File: config.mk
export PLATFORM = sky130hd
export DESIGN_NAME = score_keeper
export DESIGN_NICKNAME = d
export VERILOG_FILES = /design/src/rtl/score_keeper.sv
export SDC_FILE = /design/constraint.sdc
export NUM_CORES = 1
export LEC_CHECK = 0
export ABC_AREA = 1
export CAP_MARGIN = 10
export CORE_ASPECT_RATIO = 0.7
export CORE_MARGIN = 2
export CORE_UTILIZATION = 50
export DETAILED_ROUTE_END_ITERATION = 16
export PLACE_DENSITY = 0.78
export SYNTH_ARGS = -nofsm -noshare
export SYNTH_HDL_FRONTEND = slang
export SYNTH_SLANG_ARGS = --single-unit
File: constraint.sdc
create_clock -name clk -period 1.55 [get_ports clk]
set_input_delay 0.2325 -clock clk [delete_from_list [all_inputs] [get_ports clk]]
set_output_delay 0.2325 -clock clk [all_outputs]
set_load 0.03 [all_outputs]
File: src/rtl/score_keeper.sv
// Single-player score keeper: synchronizes and debounces the hit button, then
// runs an IDLE/PLAY/WIN round FSM that counts hits and misses up to WIN_SCORE.
`timescale 1ns/1ps

module score_keeper #(
  parameter int DEBOUNCE_MS = 10,
  parameter int WIN_SCORE   = 9
) (
  input  logic       clk,
  input  logic       reset,
  input  logic       clk_1ms,
  input  logic       hit_btn,
  input  logic       miss,
  input  logic       start,
  output logic [4:0] player_score,
  output logic       win,
  output logic       playing
);

  localparam logic [4:0] DB_LAST = 5'(DEBOUNCE_MS - 1);
  localparam logic [4:0] WIN_VAL = 5'(WIN_SCORE);

  typedef enum logic [1:0] {
    IDLE = 2'd0,
    PLAY = 2'd1,
    WIN  = 2'd2
  } state_t;

  logic       btn_meta_p0;
  logic       btn_s;
  logic       btn_db;
  logic [4:0] db_cnt;
  logic       hit_evt;

  state_t     state;
  state_t     state_nxt;
  logic [4:0] score_nxt;
  logic       win_nxt;
  logic       playing_nxt;

  function automatic logic [4:0] sat_inc(input logic [4:0] s);
    return (s >= WIN_VAL) ? WIN_VAL : s + 5'd1;
  endfunction

  function automatic logic [4:0] sat_dec(input logic [4:0] s);
    return (s == 5'd0) ? 5'd0 : s - 5'd1;
  endfunction

  // Stage p0/p1: two-flop synchronizer for the asynchronous button
  always_ff @(posedge clk) begin
    if (!reset) begin
      btn_meta_p0 <= 1'b0;
      btn_s       <= 1'b0;
    end else begin
      btn_meta_p0 <= hit_btn;
      btn_s       <= btn_meta_p0;
    end
  end

  // Debounce: a changed level must survive DEBOUNCE_MS ms ticks; hit_evt
  // is registered on the accepting edge so the score moves one cycle later.
  always_ff @(posedge clk) begin
    if (!reset) begin
      btn_db  <= 1'b0;
      db_cnt  <= 5'd0;
      hit_evt <= 1'b0;
    end else begin
      hit_evt <= 1'b0;
      if (btn_s == btn_db) begin
        db_cnt <= 5'd0;
      end else if (clk_1ms) begin
        if (db_cnt == DB_LAST) begin
          btn_db  <= btn_s;
          db_cnt  <= 5'd0;
          hit_evt <= btn_s;
        end else begin
          db_cnt <= db_cnt + 5'd1;
        end
      end
    end
  end

  // FSM state and registered outputs
  always_ff @(posedge clk) begin
    if (!reset) begin
      state        <= IDLE;
      player_score <= 5'd0;
      win          <= 1'b0;
      playing      <= 1'b0;
    end else begin
      state        <= state_nxt;
      player_score <= score_nxt;
      win          <= win_nxt;
      playing      <= playing_nxt;
    end
  end

  always_comb begin
    state_nxt = state;
    score_nxt = player_score;
    unique case (state)
      IDLE: begin
        if (start) begin
          state_nxt = PLAY;
          score_nxt = 5'd0;
        end
      end
      PLAY: begin
        if (start) begin
          score_nxt = 5'd0;
        end else if (hit_evt && !miss) begin
          score_nxt = sat_inc(player_score);
          if (sat_inc(player_score) == WIN_VAL) state_nxt = WIN;
        end else if (miss && !hit_evt) begin
          score_nxt = sat_dec(player_score);
        end
      end
      WIN: begin
        if (start) begin
          state_nxt = PLAY;
          score_nxt = 5'd0;
        end
      end
      default: begin
        state_nxt = IDLE;
        score_nxt = 5'd0;
      end
    endcase
  end

  // Outputs decode the next state so they change together with it
  always_comb begin
    win_nxt     = 1'b0;
    playing_nxt = 1'b0;
    unique case (state_nxt)
      PLAY:    playing_nxt = 1'b1;
      WIN:     win_nxt     = 1'b1;
      default: begin
        win_nxt     = 1'b0;
        playing_nxt = 1'b0;
      end
    endcase
  end

endmodule

==> results.md, run 1 <==
- The run finished with clean final reports.
- The clock latency on the worst-skew pair is 290 ps.
- Clock-pin slew was measured on the worst setup and hold paths at 90 ps.
- The number of global-route vias before repair is roughly 800.
- The first global-routing pass estimated roughly 3300 µm of wire.
- The fraction of final layout cells with drive strength greater than 1 is between 15 and 20%.
- After detailed routing, the average wire length per cell comes to 11.2 µm.
- The iteration-0 DRC count of the detailed router is 37.
- In the global route stage, overall resource usage came out at 19.2%.
- Counting I/O delays and the setup requirement, the final critical path takes 1490 ps.
- Clock tree synthesis selected as its root buffer the cell clkbuf_4.
- The number of antenna diodes in the final layout is 0.
- The number of detailed-route iterations in the first pass is 4.
- The commonest cells after synthesis are 38 x nand2_1, 18 x dfxtp_1, 17 x inv_1.
- The number of nets in the synthesized netlist is 154.
- The detailed-route via count is 955.
- The longest clock path from root to sink contains 2 buffers.
- The count of different cell masters after synthesis is 24.
- Broken down by cell family, the worst path's largest delay share belongs to buffers and inverters.
- In this run the static leakage power is about 0.6 nW.
- The endpoint kind of the worst setup timing path is an output port.
- The number of hold violations in the final report is 0.
- Setup violations remaining at the end of the flow were counted as 0.
- For this run, asynchronously set or reset flops after synthesis account for 0%.
- The data arrival at the endpoint of the critical path is 1260 ps.
- At the end of the flow, the number of nets in the layout was 177.
- The highest fanout seen on the critical path is 1.
- The overall overflow remaining after global route is 0.
- For this run, the register share of the synthesized area comes to 36.6%.
- Yosys printed 0 warnings.
- The critical-path cell with the highest stage delay is clkdlybuf4s50_1.
- The library cell with the largest summed area after synthesis is dfxtp_1.
- The critical path buffer and inverter count is 1.
- The worst setup path is launched from a flip-flop.
- The number of synthesized flops with an enable pin is 0.
- The initial antenna violation count was 0.
- The worst-case headroom to the max-slew limit is 73.9%.
- The upper clock frequency limit is 670 MHz.
- In the post-synthesis netlist, the biggest area contributors are dfxtp_1 37%, nand2_1 14%, inv_1 6.5%, ha_1 6.4%, a21oi_1 6.1%.
- Counting every sink on the clock net gives 18.
- The count of boundary I/O pins is 13.
- By startpoint and endpoint, the worst setup path is classified as flip-flop to output port.
- The post-route total power is 754 µW.
- VDD sags by at most 506 µV.
- Using the TritonRoute via totals, the vias-per-cell ratio works out to 5.13.
- The post-cts hold buffer count is 0.
- The longest individual stage delay on the worst path is 650 ps.
- The H-tree depth is 1.
- The total length of routed wires is 2080 µm.
- The number of CTS-inserted buffers is 3.
- The placeable core region is between 1500 and 2000 µm².
- The die footprint is ~2300 µm².
- The leading register cell type out of synthesis is dfxtp_1.
- TritonCTS built the clock tree.
- Once detailed placement completed, the half-perimeter wirelength came to 1580 µm.
- Traced cell by cell, the critical path runs through clkdlybuf4s50_1.
- The number of storage elements in the synthesis netlist is 18.
- The largest net degree at the start of global routing is 11.
- The worst endpoint required time is roughly 1300 ps.
- The floorplan row count is 13.
- The fraction of the cycle the final worst path needs is 96.3%.
- The fraction of post-synthesis cell area in the top cell type by area is 36.6%.
- At the end of routability-driven placement, the weighted congestion stood at around 0.86.
- The starting density of the core is 53.1%.
- The mean instance size in the synthesized netlist is 6.89 µm².
- In the final layout, the registers with the most flip-flops are db_cnt (5), player_score (5), state (2).
- The library cell with the highest instance count after synthesis is nand2_1.
- At the pin with the least slew margin, the transition time is between 300 and 400 ps.
- The height of the die is 41.1 µm.
- On the final layout, the worst clock skew is 4.10 ps.
- The number of cells produced by synthesis is 143.
- The final max-slew violation count is 0.
- Input and output buffers added on the ports amount to 12.
- Relative to the synthesized area, the layout overhead comes to 24.0%.
- For this run, design rule violations remaining after detail routing come to 0.
- The count of nets left with antenna violations once routing finished came out at 0.
- On the final layout, the worst hold slack is 426 ps.
- The horizontal die dimension is 57.0 µm.
- In this run the worst hold path is classified as flip-flop to flip-flop.
- The number of maximum-capacitance constraint violations is 0.
- After synthesis the cells add up to 985 µm².
- In this run the power density over the cells is between 600 and 700 nW/µm².
where the power goes:
part / internal [mW] / leakage, nW / total [mW] / switching [mW]
sequential: 0.466 / 0.148 / 0.470 / 0.00426
clock: 0.0903 / 0.0138 / 0.221 / 0.131
combinational: 0.0247 / 0.440 / 0.0622 / 0.0375
total: 0.581 / 0.601 / 0.754 / 0.173
layout make-up:
cell class,count,area (µm²)
Clock buffer,3,22.5
Fill cell,166,633
Inverter,20,75.1
Multi-Input combinational cell,103,544
Sequential cell,18,368
Tap cell,22,27.5
Timing Repair Buffer,20,184
per-layer routing:
metal  GRT usage [%]  part of all wire (%)  up-vias
met5               0                     0        -
met4            2.33                     0        0
met3            7.26                   6.6        0
met2            29.6                    42       30
met1            26.4                    51      430
li1                -                     -      495
final timing paths:
path / startpoint / to / slack [ps] / cells past startpoint
min reg2reg: btn_meta_p0 / btn_s / 430 / 2
max: win / win / 60 / 1
max reg2reg: player_score[1] / player_score[3] / 110 / 11
min: btn_meta_p0 / btn_s / 430 / 2
cell usage in the layout, fill, tap and decap left out, types with 3 or more instances in the layout:
cell             synthesis  final
clkdlybuf4s50_1          0      6
clkbuf_4                 0      3
dlymetal6s2s_1           0      3
ha_1                     5      5
nand2_1                 38     37
nand2_2                  4      5
xor2_1                   4      4
nand3_1                  7      7
inv_1                   17     17
buf_4                    0      8
a21oi_1                 12     12
o21ai_0                  3      3
nor2_1                  16     15
nor2_2                   2      3
dfxtp_1                 18     16
nand4_1                  3      3
dlygate4sd2_1            0      3
kinds of logic after synthesis:
group	count (synthesis)	share of synthesized area, %
fa+ha+maj	5	6.35
xor+xnor	4	3.56
compound gates	19	10.5
simple gates	75	33.8
flops	18	36.6
buf+inv	22	9.15
stage by stage:
| step | setup TNS [ps] | util (%) | instances | area, µm² | setup WS [ps] |
|---|---|---|---|---|---|
| after global routing | -27.3 | 65.9 | 186 | 1220 | -27.3 |
| after global placement | 0 | 62.8 | 181 | 1160 | 11.2 |
| after floorplan | 0 | - | 143 | 987 | 85.9 |
| after CTS | 0 | 63.8 | 184 | 1180 | 7.64 |
| final | 0 | 65.9 | 186 | 1220 | 57.9 |
| after detailed placement | -424 | 62.8 | 181 | 1160 | -107 |
repair_timing:
| action | in CTS | in global routing |
|---|---|---|
| endpoints found under the setup margin | 3 | 9 |
| resized for setup | 3 | 8 |
| setup buffers | 0 | 2 |
| pin swaps | 0 | 1 |
Note: power is estimated with default switching activity, not from simulation.
==> run 2, diff against run 1 <==
--- a/config.mk
+++ b/config.mk
@@ -12,6 +12,7 @@
 export CORE_UTILIZATION = 50
 export DETAILED_ROUTE_END_ITERATION = 16
 export PLACE_DENSITY = 0.78
+export SKIP_CTS_REPAIR_TIMING = 1
 export SYNTH_ARGS = -nofsm -noshare
 export SYNTH_HDL_FRONTEND = slang
 export SYNTH_SLANG_ARGS = --single-unit
==> run 2 against run 1 <==
- count of clock-buffer cells in the layout is the same
- register-to-register slack about the same
- sequential share of layout area is 0.28 points lower
==> results.md, run 2 (synthesized netlist as in run 1, its figures left out) <==
- The run finished with clean final reports.
- The number of CTS-inserted buffers is 3 (unchanged).
- The final max-slew violation count came to 0 (unchanged).
- The number of detailed-route iterations in the first pass came to 4 (unchanged).
- The H-tree depth was 1 (unchanged).
- The per-cell via count in the routed design was 5.16 (+0.42%).
- The net count reported at finish is 177 (unchanged).
- The logic depth of the worst register-to-register path is 11 (unchanged).
- The largest registers in the layout are db_cnt (5), player_score (5), state (2).
- The clock transition at the register clock pins on the worst setup and hold paths after CTS is 90 ps (about the same).
- The detailed-route via count is 959 (+0.42%).
- The critical path buffer and inverter count is 1 (unchanged).
- The count of buffers from port buffering is 12 (unchanged).
- The wire length of the first global-routing pass is 3340 µm (unchanged).
- The longest individual stage delay on the worst path is 650 ps (about the same).
- The number of hold violations in the final report was 0 (unchanged).
- The number of diodes is 0 (unchanged).
- The global-route usage over all layers is 19.2% (unchanged).
- The buffer type at the clock tree root is clkbuf_4.
- The cell leakage power came to 0.643 nW (+6.9%).
- The fraction of the cycle the final worst path needs was 96.2% (about the same).
- The count of boundary I/O pins was 13 (unchanged).
- The largest net degree at the start of global routing is 11 (unchanged).
- The fraction of final layout cells with drive strength greater than 1 came to 16.5% (unchanged).
- TritonCTS built the clock tree.
- The area added between synthesis and finish is 25.2%.
- The iteration-0 DRC count of the detailed router is 33 (-11%).
- STA classifies the critical path endpoint as an output port.
- The peak supply drop came to 506 µV (about the same).
- The overall overflow remaining after global route was 0 (unchanged).
- The clock period minus worst slack came to 1490 ps (-0.396 ps).
- The worst-case setup slack after placement came to -107 ps (unchanged).
- The fill cell instance count of the final layout was 164 (-1.2%).
- The area used by multi-input combinational logic is 544 µm² (unchanged).
- The placeable core region is 1850 µm² (unchanged).
- The maximum count of clock buffers along a single path is 2 (unchanged).
- The data arrival at the endpoint of the critical path came to 1260 ps (about the same).
- The die footprint is 2350 µm² (unchanged).
- The number of global-route vias before repair was 795 (unchanged).
- The highest fanout seen on the critical path is 1 (unchanged).
- The worst-case headroom to the max-slew limit is 72.8% (-1.1 points).
- The library cells used most frequently in the layout, excluding fill and tap cells, are 37 x nand2_1, 17 x inv_1, 16 x dfxtp_1.
- The upper clock frequency limit is 670 MHz (about the same).
- The final clock skew is 3.59 ps (-0.503 ps).
- The estimated wirelength of the detail-placed design is 1580 µm (unchanged).
- The path class of the lowest-slack min-delay path is flip-flop to flip-flop.
- The post-route worst setup slack came to 58.3 ps (+0.396 ps).
- The starting density of the core was 53.1% (unchanged).
- The pin slew with the least headroom to its limit is 405 ps (+16.2 ps).
- The library cell used most frequently in the layout, excluding fill and tap cells, is nand2_1.
- The number of clock sinks was 18 (unchanged).
- The routability congestion estimate came to 0.865 (unchanged).
- The post-detailed-route DRC marker count is 0 (unchanged).
- The height of the die came to 41.1 µm (unchanged).
- The kind of cell with the highest combined delay along the critical path is buffers and inverters.
- The cell depth of the worst hold path came to 2 (unchanged).
- The power density of the placed cells came to 612 nW/µm² (-0.86%).
- The worst setup path category is flip-flop to output port.
- The worst endpoint required time is 1320 ps (about the same).
- Traced cell by cell, the critical path runs through clkdlybuf4s50_1.
- The number of maximum-capacitance constraint violations is 0 (unchanged).
- The clock latency on the worst-skew pair is 290 ps (about the same).
- The initial antenna violation count is 0 (unchanged).
- The post-layout instance count excluding filler cells is 186 (unchanged).
- The number of nets with antenna violations after detailed routing is 0 (unchanged).
- The horizontal die dimension is 57.0 µm (unchanged).
- The final setup violation count is 0 (unchanged).
- The startpoint type of the worst setup path is a flip-flop.
- The register cell area after layout is 368 µm² (unchanged).
- The floorplan row count is 13 (unchanged).
- The number of placed instances, taps included was 181 (unchanged).
- The critical-path cell with the highest stage delay is clkdlybuf4s50_1.
- The average routed wire per standard cell is 11.3 µm (+1.2%).
- The total length of routed wires is 2110 µm (+1.2%).
- The instance count on the critical path is 1 (unchanged).
==> run 2: changes by cell type in the layout (fill, tap and decap cells not counted) <==
cell	before	now
dlymetal6s2s_1	3	6
dlygate4sd2_1	3	0
==> run 2: power breakdown <==
group	switching [mW]	leakage (nW)	internal, mW
Sequential	0.00429	0.148	0.466
Clock	0.131	0.0138	0.0903
Combinational	0.0381	0.481	0.0247
Total	0.173	0.643	0.581
==> run 2: layer usage <==
layer | wire (µm) | vias up | global-route usage (%)
met2 | 899 | 23 | 29.6
li1 | - | 498 | -
met1 | 1090 | 436 | 26.4
met4 | 6 | 0 | 2.33
met3 | 115 | 2 | 7.26
met5 | 0 | - | 0
==> run 2: per-stage QoR <==
step | utilization [%] | TNS (ps) | instance area, µm² | hold slack (ps) | total power, mW
6_report | 66.5 | 0 | 1230 | 426 | 0.754
5_1_grt | 66.5 | -25.3 | 1230 | 450 | 0.789
4_1_cts | 64.0 | -176 | 1190 | 430 | 0.764
3_5_place_dp | 62.8 | -424 | 1160 | 405 | 0.547
3_3_place_gp | 62.8 | 0 | 1160 | 396 | 0.544
2_1_floorplan | - | 0 | 987 | 326 | 0.520
==> run 2: layout make-up <==
cell class	instances	area share, %
Clock buffer	3	1.83
Timing Repair Buffer	20	15.8
Multi-Input combinational cell	103	44.2
Tap cell	22	2.23
Inverter	20	6.09
Sequential cell	18	29.8
==> run 2: final timing paths <==
check,start,slack (ps),end
worst max-delay path,win,60,win
worst min-delay path,btn_meta_p0,430,btn_s
worst max register to register,player_score[1],100,player_score[3]
worst min register to register,btn_meta_p0,430,btn_s
==> run 2: worst register-to-register path, stage by stage, from the launching register on <==
cell	delay [ps]
dfxtp_4	370
inv_1	70
ha_1	180
nand2_1	80
nor2_2	130
nand2_2	90
nand3_1	90
inv_1	60
nand2_1	60
nand2_1	60
nand2_1	90
a21oi_1	60
